--- src/rtl/dac_pkg.sv ---
// rtl/dac_pkg.sv - shared word layout, widths and FSM states for the DAC frame writer
package dac_pkg;

  localparam int DATA_W   = 12;
  localparam int WORD_W   = 16;
  localparam int CH_BIT   = 15;
  localparam int BUF_BIT  = 14;
  localparam int GA_BIT   = 13;
  localparam int SHDN_BIT = 12;

  typedef enum logic [2:0] {
    IDLE,
    SHIFT_A,
    GAP_A,
    SHIFT_B,
    GAP_B,
    LATCH
  } dac_state_t;

  // Builds one MCP4922-style command word; SHDN_n is always 1 (output active).
  function automatic logic [WORD_W-1:0] make_word(
    input logic              ch,
    input logic              buf_en,
    input logic              gain_1x,
    input logic [DATA_W-1:0] code
  );
    logic [WORD_W-1:0] w;
    w              = '0;
    w[DATA_W-1:0]  = code;
    w[SHDN_BIT]    = 1'b1;
    w[GA_BIT]      = gain_1x;
    w[BUF_BIT]     = buf_en;
    w[CH_BIT]      = ch;
    return w;
  endfunction

endpackage

--- src/rtl/dac_word_shift.sv ---
// rtl/dac_word_shift.sv - 16-bit MSB-first SPI word shifter with SCLK divider
module dac_word_shift
  import dac_pkg::*;
#(
  parameter int CLK_DIV = 2
) (
  input  logic              clk,
  input  logic              reset,
  input  logic              start,
  input  logic [WORD_W-1:0] word,
  output logic              busy,
  output logic              clk_pin,
  output logic              data_pin
);

  localparam int DIV_W = $clog2(CLK_DIV) + 1;
  localparam logic [DIV_W-1:0] DIV_LAST = DIV_W'(CLK_DIV - 1);

  logic [WORD_W-1:0] r_sr;
  logic [DIV_W-1:0]  r_div;
  logic [4:0]        r_edge;
  logic              r_busy;
  logic              r_sclk;
  logic              r_data;

  // Load puts the MSB on SDI immediately; SDI then only moves on SCLK falling
  // edges. The 32nd toggle is a falling edge that ends the word with SCLK low.
  always_ff @(posedge clk or posedge reset) begin
    if (reset) begin
      r_sr   <= '0;
      r_div  <= '0;
      r_edge <= '0;
      r_busy <= 1'b0;
      r_sclk <= 1'b0;
      r_data <= 1'b0;
    end else if (start) begin
      r_sr   <= {word[WORD_W-2:0], 1'b0};
      r_data <= word[WORD_W-1];
      r_div  <= '0;
      r_edge <= '0;
      r_sclk <= 1'b0;
      r_busy <= 1'b1;
    end else if (r_busy) begin
      if (r_div == DIV_LAST) begin
        r_div  <= '0;
        r_sclk <= ~r_sclk;
        if (r_sclk) begin
          r_data <= r_sr[WORD_W-1];
          r_sr   <= {r_sr[WORD_W-2:0], 1'b0};
        end
        if (r_edge == 5'd31) begin
          r_busy <= 1'b0;
          r_data <= 1'b0;
        end else begin
          r_edge <= r_edge + 5'd1;
        end
      end else begin
        r_div <= r_div + DIV_W'(1);
      end
    end
  end

  assign busy     = r_busy;
  assign clk_pin  = r_sclk;
  assign data_pin = r_data;

endmodule

--- src/rtl/dac_frame_writer.sv ---
// rtl/dac_frame_writer.sv - writes one (x, y) sample to a dual-channel SPI DAC then pulses LDAC
module dac_frame_writer
  import dac_pkg::*;
#(
  parameter int CLK_DIV    = 2,
  parameter int CS_GAP     = 2,
  parameter int LDAC_WIDTH = 2,
  parameter bit BUF_EN     = 1'b0,
  parameter bit GAIN_1X    = 1'b1
) (
  input  logic              clk,
  input  logic              reset,
  input  logic [DATA_W-1:0] x,
  input  logic [DATA_W-1:0] y,
  input  logic              valid,
  output logic              ready,
  output logic              cs_pin,
  output logic              clk_pin,
  output logic              data_pin,
  output logic              ldac_pin
);

  localparam int SHIFT_CYC = 32 * CLK_DIV;
  localparam int MAX_SG    = (SHIFT_CYC > CS_GAP) ? SHIFT_CYC : CS_GAP;
  localparam int MAX_CYC   = (MAX_SG > LDAC_WIDTH) ? MAX_SG : LDAC_WIDTH;
  localparam int CNT_W     = $clog2(MAX_CYC) + 1;

  localparam logic [CNT_W-1:0] SHIFT_LOAD = CNT_W'(SHIFT_CYC - 1);
  localparam logic [CNT_W-1:0] GAP_LOAD   = CNT_W'(CS_GAP - 1);
  localparam logic [CNT_W-1:0] LDAC_LOAD  = CNT_W'(LDAC_WIDTH - 1);

  dac_state_t        r_state;
  logic [CNT_W-1:0]  r_cnt;
  logic [DATA_W-1:0] r_y;
  logic              r_ready;
  logic              r_ldac;

  logic              w_start;
  logic [WORD_W-1:0] w_word;
  logic              w_busy;

  // Word A loads straight from x on the accept edge; word B from the y latched then.
  assign w_start = ((r_state == IDLE) && valid) || ((r_state == GAP_A) && (r_cnt == '0));
  assign w_word  = (r_state == IDLE) ? make_word(1'b0, BUF_EN, GAIN_1X, x)
                                     : make_word(1'b1, BUF_EN, GAIN_1X, r_y);

  dac_word_shift #(
    .CLK_DIV (CLK_DIV)
  ) u_shift (
    .clk      (clk),
    .reset    (reset),
    .start    (w_start),
    .word     (w_word),
    .busy     (w_busy),
    .clk_pin  (clk_pin),
    .data_pin (data_pin)
  );

  // Frame sequencing: each state lasts a fixed count so the shifter and FSM stay aligned.
  always_ff @(posedge clk or posedge reset) begin
    if (reset) begin
      r_state <= IDLE;
      r_cnt   <= '0;
      r_y     <= '0;
      r_ready <= 1'b1;
      r_ldac  <= 1'b1;
    end else begin
      case (r_state)
        IDLE: begin
          if (valid) begin
            r_state <= SHIFT_A;
            r_cnt   <= SHIFT_LOAD;
            r_y     <= y;
            r_ready <= 1'b0;
          end
        end
        SHIFT_A: begin
          if (r_cnt == '0) begin
            r_state <= GAP_A;
            r_cnt   <= GAP_LOAD;
          end else begin
            r_cnt <= r_cnt - CNT_W'(1);
          end
        end
        GAP_A: begin
          if (r_cnt == '0) begin
            r_state <= SHIFT_B;
            r_cnt   <= SHIFT_LOAD;
          end else begin
            r_cnt <= r_cnt - CNT_W'(1);
          end
        end
        SHIFT_B: begin
          if (r_cnt == '0) begin
            r_state <= GAP_B;
            r_cnt   <= GAP_LOAD;
          end else begin
            r_cnt <= r_cnt - CNT_W'(1);
          end
        end
        GAP_B: begin
          if (r_cnt == '0) begin
            r_state <= LATCH;
            r_cnt   <= LDAC_LOAD;
            r_ldac  <= 1'b0;
          end else begin
            r_cnt <= r_cnt - CNT_W'(1);
          end
        end
        LATCH: begin
          if (r_cnt == '0) begin
            r_state <= IDLE;
            r_ldac  <= 1'b1;
            r_ready <= 1'b1;
          end else begin
            r_cnt <= r_cnt - CNT_W'(1);
          end
        end
        default: begin
          r_state <= IDLE;
          r_ldac  <= 1'b1;
          r_ready <= 1'b1;
        end
      endcase
    end
  end

  // The shifter's busy flop spans exactly the chip-select window of each word.
  assign cs_pin   = ~w_busy;
  assign ready    = r_ready;
  assign ldac_pin = r_ldac;

endmodule

--- config.mk ---
export PLATFORM = sky130hd
export DESIGN_NAME = dac_frame_writer
export DESIGN_NICKNAME = d
export VERILOG_FILES = /design/src/rtl/dac_pkg.sv /design/src/rtl/dac_word_shift.sv /design/src/rtl/dac_frame_writer.sv
export SDC_FILE = /design/constraint.sdc
export NUM_CORES = 1
export LEC_CHECK = 0
export BUFFER_PORTS_ARGS = -buffer_cell sky130_fd_sc_hd__buf_2
export CAP_MARGIN = 5
export CORE_UTILIZATION = 62
export DETAILED_ROUTE_END_ITERATION = 6
export PLACE_DENSITY = 0.95
export SLEW_MARGIN = 0
export SYNTH_ARGS = -nofsm -noshare
export SYNTH_HDL_FRONTEND = slang
export SYNTH_SLANG_ARGS = --single-unit
--- constraint.sdc ---
create_clock -name clk -period 4.1 [get_ports clk]
set_clock_uncertainty 0.2 [all_clocks]
set_input_delay 0.82 -clock clk [delete_from_list [all_inputs] [get_ports clk]]
set_output_delay 0.82 -clock clk [all_outputs]
set_load 0.1 [all_outputs]
==> results.toml, run 1 <==
[routing]
drc = 0
drtPass1Iterations = 4
vias_per_cell = 6.17
drtIter0Drc = 145
ant_nets = 0
drt-wirelength-per-cell_um = 16.2
drt-total-wl_um = 5050
vias = 1920

[global_routing]
track_usage_pct = 26.3
gr-total-overflow = 0
grt_max_degree = 50
grt_pass1_wl_um = 8510
antenna_found_initial = 0
grt_pass1_vias = 1781

[sta]
finalSetupTns_ns = 0
hold_viol_final = 0
clock.fmax_mhz = 372
relSlewSlack_pct = 26.0
fin_ws_ns = 1.41
worstMarginPinSlew_ns = 1.10
rsz0062_at_grt = "no"
setup_viol = 0
period_share_pct = 65.6
drv_slew = 0
finalCriticalPeriod_ns = 2.69

[finish]
nNetsFinal = 292
drive_gt1_share_pct = 23.2
area.growth.synth_to_final_pct = 9.23
n_antenna_cell = 0
seq_area_um2 = 1230
multi_input_area_um2 = 1220
nFillCells = 250

[floorplan]
die_area_um2 = 4390
die_w_um = 66.3
io_pins = 32
fp.coreArea_um2 = 3800
initial_core_util_pct = 67.4
die_h_um = 66.3
placement_rows = 22

[placed_design]
gp_congestion = 0.877
io_buffer_count = 31
hpwl_um = 3380
pre_cts_slack_ns = 1.41

[synthesis]
synth_area_um2 = 2560
syn-instance-count = 238
async_flop_share_pct = 100
synth.top_cell.area_share_pct = 45.9
yosysTopAreaCell = "dfrtp_1"
seq_area_frac_synth_pct = 48.0
synthFlopType = "dfrtp_1"
yosys_warnings = 0
ys_types = 45
avgSynthCellArea_um2 = 10.8
synth_seq_cells = 49
synth_edf_count = 0
synth.area.top_cells = "dfrtp_1, mux2i_1, mux2_2"
syn_nets = 268

[outcome]
status = "finished, final reports clean"

[clock_tree]
htree_levels = 2
clk_latency_ns = 0.31
cts_tree = "yes"
cts.repair.resized = 0
cts_buffers = 5
clk_pin_slew_ns = 0.09
cts_num_sinks = 49
cts_hold_buf = 0
cts_root_buf = "clkbuf_8"
cts_setup_buffers = 0
clk_path_buf_depth = 2

[critical_path]
r2r_setup_slack_ns = 1.41
reg2regPathDepth = 7
cp_data_required_time_ns = 4.08
critPathLaunchType = "flop"
crit_type = "flop to flop"
worstReg2RegEnd = "u_shift.r_edge[3]"
r2r-start = "u_shift.r_edge[0]"
path_max_fanout = 6
end_kind = "flop"
crit_arrival_ns = 2.67

[power_and_ir_drop]
vdd_ir_drop_max_mv = 0.452
power_leakage_uw = 0.00128
powerDensity_nw_per_um2 = 696
finalPower_uw = 1950

[worst_hold_path]
hold_class = "flop to flop"
min_from = "ldac_pin"
min_path_cells = 2
holdPathEnd = "ldac_pin"

[flow_run]
maxCapViolCount = 0
worst max-delay path, cell delays in order (launching register included):
cell and delay, ns:
dfrtp_1 0.42, ha_1 0.22, and3_1 0.19, ha_1 0.20, nor4bb_1 0.92, nand4_1 0.21, xor2_1 0.17, nor2_1 0.05
power breakdown:
group,internal [uW],switching [uW]
registers,693,195
logic,333,440
clock network,120,165
logic make-up after synthesis:
kind of cell | after synthesis | share of synthesized area [%]
flip-flops | 49 | 48.0
AND/OR/NAND/NOR | 64 | 13.9
XOR/XNOR | 7 | 2.39
multiplexers | 49 | 19.7
AO/OA/AOI/OAI | 43 | 10.3
adder cells (fa/ha/maj) | 3 | 1.47
buffers and inverters | 23 | 4.20
area by class of cell:
type                            instances  area share, %
Clock buffer                            6           2.59
Tap cell                               48           2.15
Clock inverter                          2          0.537
Sequential cell                        49           43.9
Inverter                                7          0.939
Timing Repair Buffer                   33           6.08
Multi-Input combinational cell        166           43.8
cell usage in the layout, fill, tap and decap left out, types with 3 or more instances in the layout:
cell type	n
xnor2_1	4
nand4_1	4
nand3b_1	3
clkbuf_8	5
xor2_1	3
nand2_1	14
a21oi_1	14
and3_1	3
nor3_1	4
inv_1	6
dfrtp_1	47
o21ai_0	10
ha_1	3
nand3_1	4
nor2_1	17
buf_2	31
mux2i_1	37
a31oi_1	4
a21o_1	3
mux2_2	12
o22ai_1	3
state kept, by name, indices dropped and copies added, names as in the netlist:
name / count
ldac_pin: 1
r_cnt: 7
r_state: 3
r_y: 12
ready: 1
u_shift.busy: 1
u_shift.clk_pin: 1
u_shift.data_pin: 1
u_shift.r_div: 2
u_shift.r_edge: 5
u_shift.r_sr: 15
per-stage QoR:
stage	hold WS [ns]	util [%]	instances	cell area, um^2
final	0.263	73.6	311	2800
after global routing	0.279	73.6	311	2800
after CTS	0.270	73.6	311	2800
after detailed placement	0.258	71.3	303	2710
after global placement	0.251	71.3	303	2710
after floorplan	0.264	-	238	2560
synth_stat cells, types with 2 or more instances:
| library cell | n |
|---|---|
| a32oi_1 | 2 |
| mux2i_1 | 37 |
| xnor2_1 | 4 |
| dfstp_2 | 2 |
| inv_1 | 7 |
| o22ai_1 | 3 |
| dfrtp_1 | 47 |
| a31oi_1 | 4 |
| clkbuf_1 | 4 |
| o21ai_0 | 10 |
| ha_1 | 3 |
| xor2_1 | 3 |
| nor2_1 | 17 |
| nand3_1 | 4 |
| nand2_1 | 14 |
| nor3_1 | 4 |
| and3_1 | 3 |
| nand2b_1 | 2 |
| buf_2 | 8 |
| nand4_1 | 4 |
| a22oi_1 | 2 |
| mux2_2 | 12 |
| a21oi_1 | 14 |
| a21o_1 | 3 |
| nand3b_1 | 3 |
| o211a_1 | 2 |
| buf_1 | 2 |
layer usage:
metal | share of wire (%) | GRT usage [%] | routed length (um)
met3 | 6.2 | 6.38 | 315
met4 | 1.6 | 10.1 | 80
met5 | 0 | 0 | 0
met2 | 49 | 40.3 | 2460
met1 | 43 | 36.0 | 2200
worst max path at each step:
stage / from / to / slack [ns] / cells past startpoint
3_5_place_dp: u_shift.r_edge[0] / u_shift.r_edge[3] / 1.41 / 7
5_1_grt: u_shift.r_edge[0] / u_shift.r_edge[2] / 1.21 / 7
6_report: u_shift.r_edge[0] / u_shift.r_edge[3] / 1.41 / 7
3_3_place_gp: u_shift.r_edge[0] / u_shift.r_edge[3] / 1.52 / 7
2_1_floorplan: reset / r_cnt[0] / 1.91 / 1
4_1_cts: u_shift.r_edge[0] / u_shift.r_edge[3] / 1.43 / 7
No activity file was read; power rests on OpenSTA's default activity.
==> inputs of run 2 (changes only) <==
--- a/config.mk
+++ b/config.mk
@@ -7,9 +7,9 @@
 export LEC_CHECK = 0
 export BUFFER_PORTS_ARGS = -buffer_cell sky130_fd_sc_hd__buf_2
 export CAP_MARGIN = 5
-export CORE_UTILIZATION = 62
+export CORE_UTILIZATION = 57
 export DETAILED_ROUTE_END_ITERATION = 6
-export PLACE_DENSITY = 0.95
+export PLACE_DENSITY = 0.91
 export SLEW_MARGIN = 0
 export SYNTH_ARGS = -nofsm -noshare
 export SYNTH_HDL_FRONTEND = slang
==> constraint.sdc (replaced) <==
create_clock -name clk -period 2.7 [get_ports clk]
set_clock_uncertainty 0.2 [all_clocks]
set_input_delay 0.54 -clock clk [delete_from_list [all_inputs] [get_ports clk]]
set_output_delay 0.54 -clock clk [all_outputs]
set_load 0.1 [all_outputs]
==> run 2 against run 1 <==
Register-to-register slack got worse by 1.0 ns; sequential cell count unchanged; critical path depth unchanged; clock-buffer cell count unchanged; highest routed layer unchanged; final cell count increased by 3.2%; critical path type unchanged.
==> results.toml, run 2 (synthesized netlist as in run 1, its figures left out) <==
[critical_path]
startpoint = "r_cnt[0]"
worstReg2RegEnd = "r_cnt[3]"
critPathLaunchType = "flop"
path_max_fanout = 10
r2r-start = "r_cnt[0]"
worstSetupEndpoint = "r_cnt[3]"
crit_arrival_ns = 2.29
reg2regPathDepth = 7
cp_data_required_time_ns = 2.71
end_kind = "flop"
r2r_setup_slack_ns = 0.41
crit_type = "flop to flop"

[floorplan]
die_h_um = 69.0
placement_rows = 24
io_pins = 32
fp.coreArea_um2 = 4320
initial_core_util_pct = 59.2
die_w_um = 69.0
die_area_um2 = 4770

[clock_tree]
cts_buffers = 5
cts.repair.resized = 0
htree_levels = 2
cts_num_sinks = 49
clk_latency_ns = 0.31
cts_tree = "yes"
cts_root_buf = "clkbuf_8"
clk_pin_slew_ns = 0.09
cts_setup_buffers = 0
clk_path_buf_depth = 2
cts_hold_buf = 0

[finish]
nNetsFinal = 298
layout_common_cells = "dfrtp_1, mux2i_1, buf_2, nor2_1"
largest_reg_flops = 15
layout_commonest_cell = "dfrtp_1"
drive_gt1_share_pct = 25.3
fin_area_um2 = 2890
top_regs = "u_shift.r_sr: 15 flops, r_y: 12 flops, r_cnt: 7 flops"
largest_register = "u_shift.r_sr"
n_antenna_cell = 0
area.growth.synth_to_final_pct = 12.9

[routing]
drc = 0
vias_per_cell = 5.86
drt-total-wl_um = 4820
drt-wirelength-per-cell_um = 15.0
vias = 1882
drtIter0Drc = 126
ant_nets = 0
drtPass1Iterations = 4

[global_routing]
grt_pass1_wl_um = 8470
grt_pass1_vias = 1812
antenna_found_initial = 0
gr-total-overflow = 0
grt_max_degree = 35
track_usage_pct = 22.3

[sta]
period_share_pct = 84.7
relSlewSlack_pct = 54.1
worstMarginPinSlew_ns = 0.688
rsz0062_at_grt = "no"
clock.fmax_mhz = 437
hold_viol_final = 0
fin_hold_ws_ns = 0.132
finalCriticalPeriod_ns = 2.29
finalSetupTns_ns = 0
drv_slew = 0
setup_viol = 0

[power_and_ir_drop]
vdd_ir_drop_max_mv = 0.604
powerDensity_nw_per_um2 = 1060
power_leakage_uw = 0.00134
finalPower_uw = 3070

[placed_design]
gp_congestion = 0.875
io_buffer_count = 31
place_area_um2 = 2770
hpwl_um = 3380

[outcome]
status = "finished, final reports clean"

[flow_run]
maxCapViolCount = 0

[worst_hold_path]
hold_class = "input port to asynchronous set/reset pin"
## run 2: per-stage QoR
step           setup WS (ns)  util [%]  cells
5_1_grt                0.247      66.9    321
2_1_floorplan          0.583         -    238
6_report               0.414      66.9    321
4_1_cts                0.429      66.9    321
3_3_place_gp           0.531      64.1    313
3_5_place_dp           0.454      64.1    313
## run 2: power by group
| part | internal, uW | switching (uW) | total (uW) | leakage [uW] |
|---|---|---|---|---|
| clock network | 301 | 243 | 544 | 0.0000574 |
| logic | 530 | 665 | 1200 | 0.000675 |
| registers | 1050 | 277 | 1330 | 0.000603 |
| total | 1880 | 1190 | 3070 | 0.00134 |
## run 2: routing by layer
layer | share of wire, % | GRT usage [%]
met5 | 0 | 0
met4 | 2.8 | 10.4
met3 | 5.9 | 3.80
met2 | 47 | 33.8
met1 | 44 | 31.4
## run 2: how the worst min path moves through the flow
stage                startpoint  cells after the start                to  slack, ns
2_1_floorplan  u_shift.r_sr[13]                      2  u_shift.r_sr[13]       0.26
3_3_place_gp           ldac_pin                      2          ldac_pin       0.25
3_5_place_dp           ldac_pin                      2          ldac_pin       0.25
4_1_cts                   reset                      2  u_shift.r_sr[11]       0.16
5_1_grt                   reset                      2   u_shift.r_sr[5]       0.21
6_report                  reset                      2  u_shift.r_sr[11]       0.13
## run 2: critical path, stage by stage, from the launching register on
cell and delay, ns:
dfrtp_1 0.42, inv_1 0.10, ha_1 0.20, nor4b_4 0.31
buf_4 0.22, a31oi_1 0.13, or2_2 0.37, a211oi_1 0.23
## run 2: cell type report
type / count / area [um^2]
clock buffer: 6 / 82.6
clock inverter: 2 / 37.5
fill: 341 / 1430
sequential: 49 / 1230
multi-input combinational: 166 / 1220
inverter: 7 / 26.3
timing repair buffer: 39 / 228
tap: 52 / 65.1
==> inputs of run 3 (changes only) <==
--- a/config.mk
+++ b/config.mk
@@ -7,9 +7,9 @@
 export LEC_CHECK = 0
 export BUFFER_PORTS_ARGS = -buffer_cell sky130_fd_sc_hd__buf_2
 export CAP_MARGIN = 5
-export CORE_UTILIZATION = 57
+export CORE_UTILIZATION = 52
 export DETAILED_ROUTE_END_ITERATION = 6
-export PLACE_DENSITY = 0.91
+export PLACE_DENSITY = 0.88
 export SLEW_MARGIN = 0
 export SYNTH_ARGS = -nofsm -noshare
 export SYNTH_HDL_FRONTEND = slang
==> constraint.sdc (replaced) <==
create_clock -name clk -period 1.89 [get_ports clk]
set_clock_uncertainty 0.2 [all_clocks]
set_input_delay 0.378 -clock clk [delete_from_list [all_inputs] [get_ports clk]]
set_output_delay 0.378 -clock clk [all_outputs]
set_load 0.1 [all_outputs]
==> run 3 against run 2 <==
The run now ends with setup timing left; wire length increased by 38%; via count up 14%; first-iteration DRC count grew 13%; clock power is 26% higher; combinational power increased by 120%; clock-buffer cell count did not move; non-clock buffer count rose by 36; highest routed layer unchanged.
==> results.toml, run 3 (synthesized netlist as in run 1, its figures left out) <==
[outcome]
status = "complete, but fails checks"
violations = "setup timing"

[sta]
hold_viol_final = 0
drv_slew = 0
worstMarginPinSlew_ns = 0.488
rsz0062_at_grt = "yes"
relSlewSlack_pct = 67.7
finalSetupTns_ns = -2.10
fin_ws_ns = -0.138
period_share_pct = 107
clock.fmax_mhz = 493
finalCriticalPeriod_ns = 2.03
setup_viol = 34

[clock_tree]
cts_buffers = 5
htree_levels = 2
clk_pin_slew_ns = 0.09
cts_tree = "yes"
clk_latency_ns = 0.31
cts_root_buf = "clkbuf_8"
clk_path_buf_depth = 2
cts_num_sinks = 49

[global_routing]
grt_pass1_wl_um = 10600
track_usage_pct = 27.3
gr-total-overflow = 0
grt_max_degree = 36
grt_pass1_vias = 2214
antenna_found_initial = 0

[placed_design]
placed_cells = 353
gp_congestion = 0.964
io_buffer_count = 31
pre_cts_slack_ns = -0.117
hpwl_um = 3780

[routing]
drc = 0
vias_per_cell = 5.74
ant_nets = 0
drtPass1Iterations = 4
drt-wirelength-per-cell_um = 17.9
drt-total-wl_um = 6650
drtIter0Drc = 143
vias = 2137

[power_and_ir_drop]
power.net_switching_uw = 2130
combinationalPowerShare_pct = 50.3
powerDensity_nw_per_um2 = 1510
vdd_ir_drop_max_mv = 0.838
swShare_pct = 40.7
power_frac_clock_pct = 13.2
p_int_uw = 3100
p_seq_share_pct = 36.5
power_leakage_uw = 0.00155

[finish]
layout_commonest_cell = "dfrtp_1"
largest_reg_flops = 15
area.growth.synth_to_final_pct = 35.2
nNetsFinal = 334
n_antenna_cell = 0
layout_common_cells = "dfrtp_1, mux2i_1, buf_4, buf_2, nor2_1"
stdcell_count = 372
largest_register = "u_shift.r_sr"
drive_gt1_share_pct = 46.2
top_regs = "u_shift.r_sr: 15 flops, r_y: 12 flops, r_cnt: 7 flops"

[critical_path]
critPathLaunchType = "flop"
path_max_fanout = 6
r2r-start = "u_shift.r_edge[1]"
cp_data_required_time_ns = 1.90
crit_type = "flop to flop"
crit_arrival_ns = 2.04
end_kind = "flop"
startpoint = "u_shift.r_edge[1]"

[worst_hold_path]
hold_class = "input port to flop"
min_from = "y[8]"

[floorplan]
die_area_um2 = 5210
initial_core_util_pct = 54.2
io_pins = 32
placement_rows = 25
die_w_um = 72.2
die_h_um = 72.2
fp.coreArea_um2 = 4720

[flow_run]
maxCapViolCount = 0
## run 3: cell count changes in the layout (fill, tap and decap cells not counted), moves of 5 or more
| cell | before | now |
|---|---|---|
| o21ai_1 | 0 | 5 |
| a21oi_2 | 0 | 5 |
| buf_4 | 7 | 33 |
| a21oi_1 | 14 | 9 |
| buf_6 | 0 | 7 |
| o21ai_0 | 10 | 2 |
## run 3: repair_timing
| item | CTS | global route |
|---|---|---|
| endpoints found under the hold margin | 12 | 0 |
| buffers inserted | 8 | 5 |
| resized for setup | 27 | 34 |
| pin swaps | 17 | 20 |
| hold buffers | 1 | 0 |
| cloned | 2 | 1 |
| endpoints found under the setup margin | 26 | 36 |
## run 3: power groups by stage
stage	sequential [uW]	clock [uW]	combinational, uW
after floorplan	1940	0	1360
after global placement	1820	0	1980
after detailed placement	1850	0	2090
after CTS	1850	686	2340
after global routing	1950	729	2850
final	1910	688	2630
## run 3: worst max-delay path, stage by stage, from the launching register on
cell and delay, ns:
dfrtp_1 0.41, ha_2 0.19, and3_4 0.18, ha_4 0.16
nor4bb_4 0.25, buf_4 0.19, nand4_1 0.11, xor2_1 0.18
nor2_1 0.06
## run 3: path summary, 6_finish.rpt
kind | slack, ns | cells after the start | endpoint
max reg2reg | -0.14 | 8 | u_shift.r_edge[3]
max | -0.14 | 8 | u_shift.r_edge[3]
min | 0.09 | 2 | r_y[8]
min reg2reg | 0.27 | 2 | ldac_pin
min in group asynchronous | 0.38 | 3 | u_shift.busy
max in group asynchronous | 0.59 | 4 | u_shift.clk_pin
## run 3: layer usage
metal  vias up  wire (um)  part of all wire (%)  global-route usage, %
met5         -          0                     0                      0
met4         0        232                   3.5                   10.9
met3        30        256                   3.8                   6.81
met2        64       3330                    50                   46.0
met1      1059       2840                    43                   33.8
li1        984          -                     -                      -
## run 3: through the flow
step	hold slack, ns	instance area, um^2	total power (uW)	utilization (%)
2_1_floorplan	0.264	2610	3300	-
3_3_place_gp	0.180	3030	3810	64.2
3_5_place_dp	0.186	3030	3940	64.2
4_1_cts	0.0890	3350	4880	71.0
5_1_grt	0.0767	3460	5530	73.3
6_report	0.0877	3460	5230	73.3
## run 3: layout make-up
type / instances / area (um^2)
repair buffers: 75 / 552
well taps: 67 / 83.8
clock inverters: 2 / 17.5
inverters: 7 / 26.3
flip-flops and latches: 49 / 1230
fillers: 307 / 1260
clock buffers: 6 / 82.6
multi-input cells: 166 / 1470
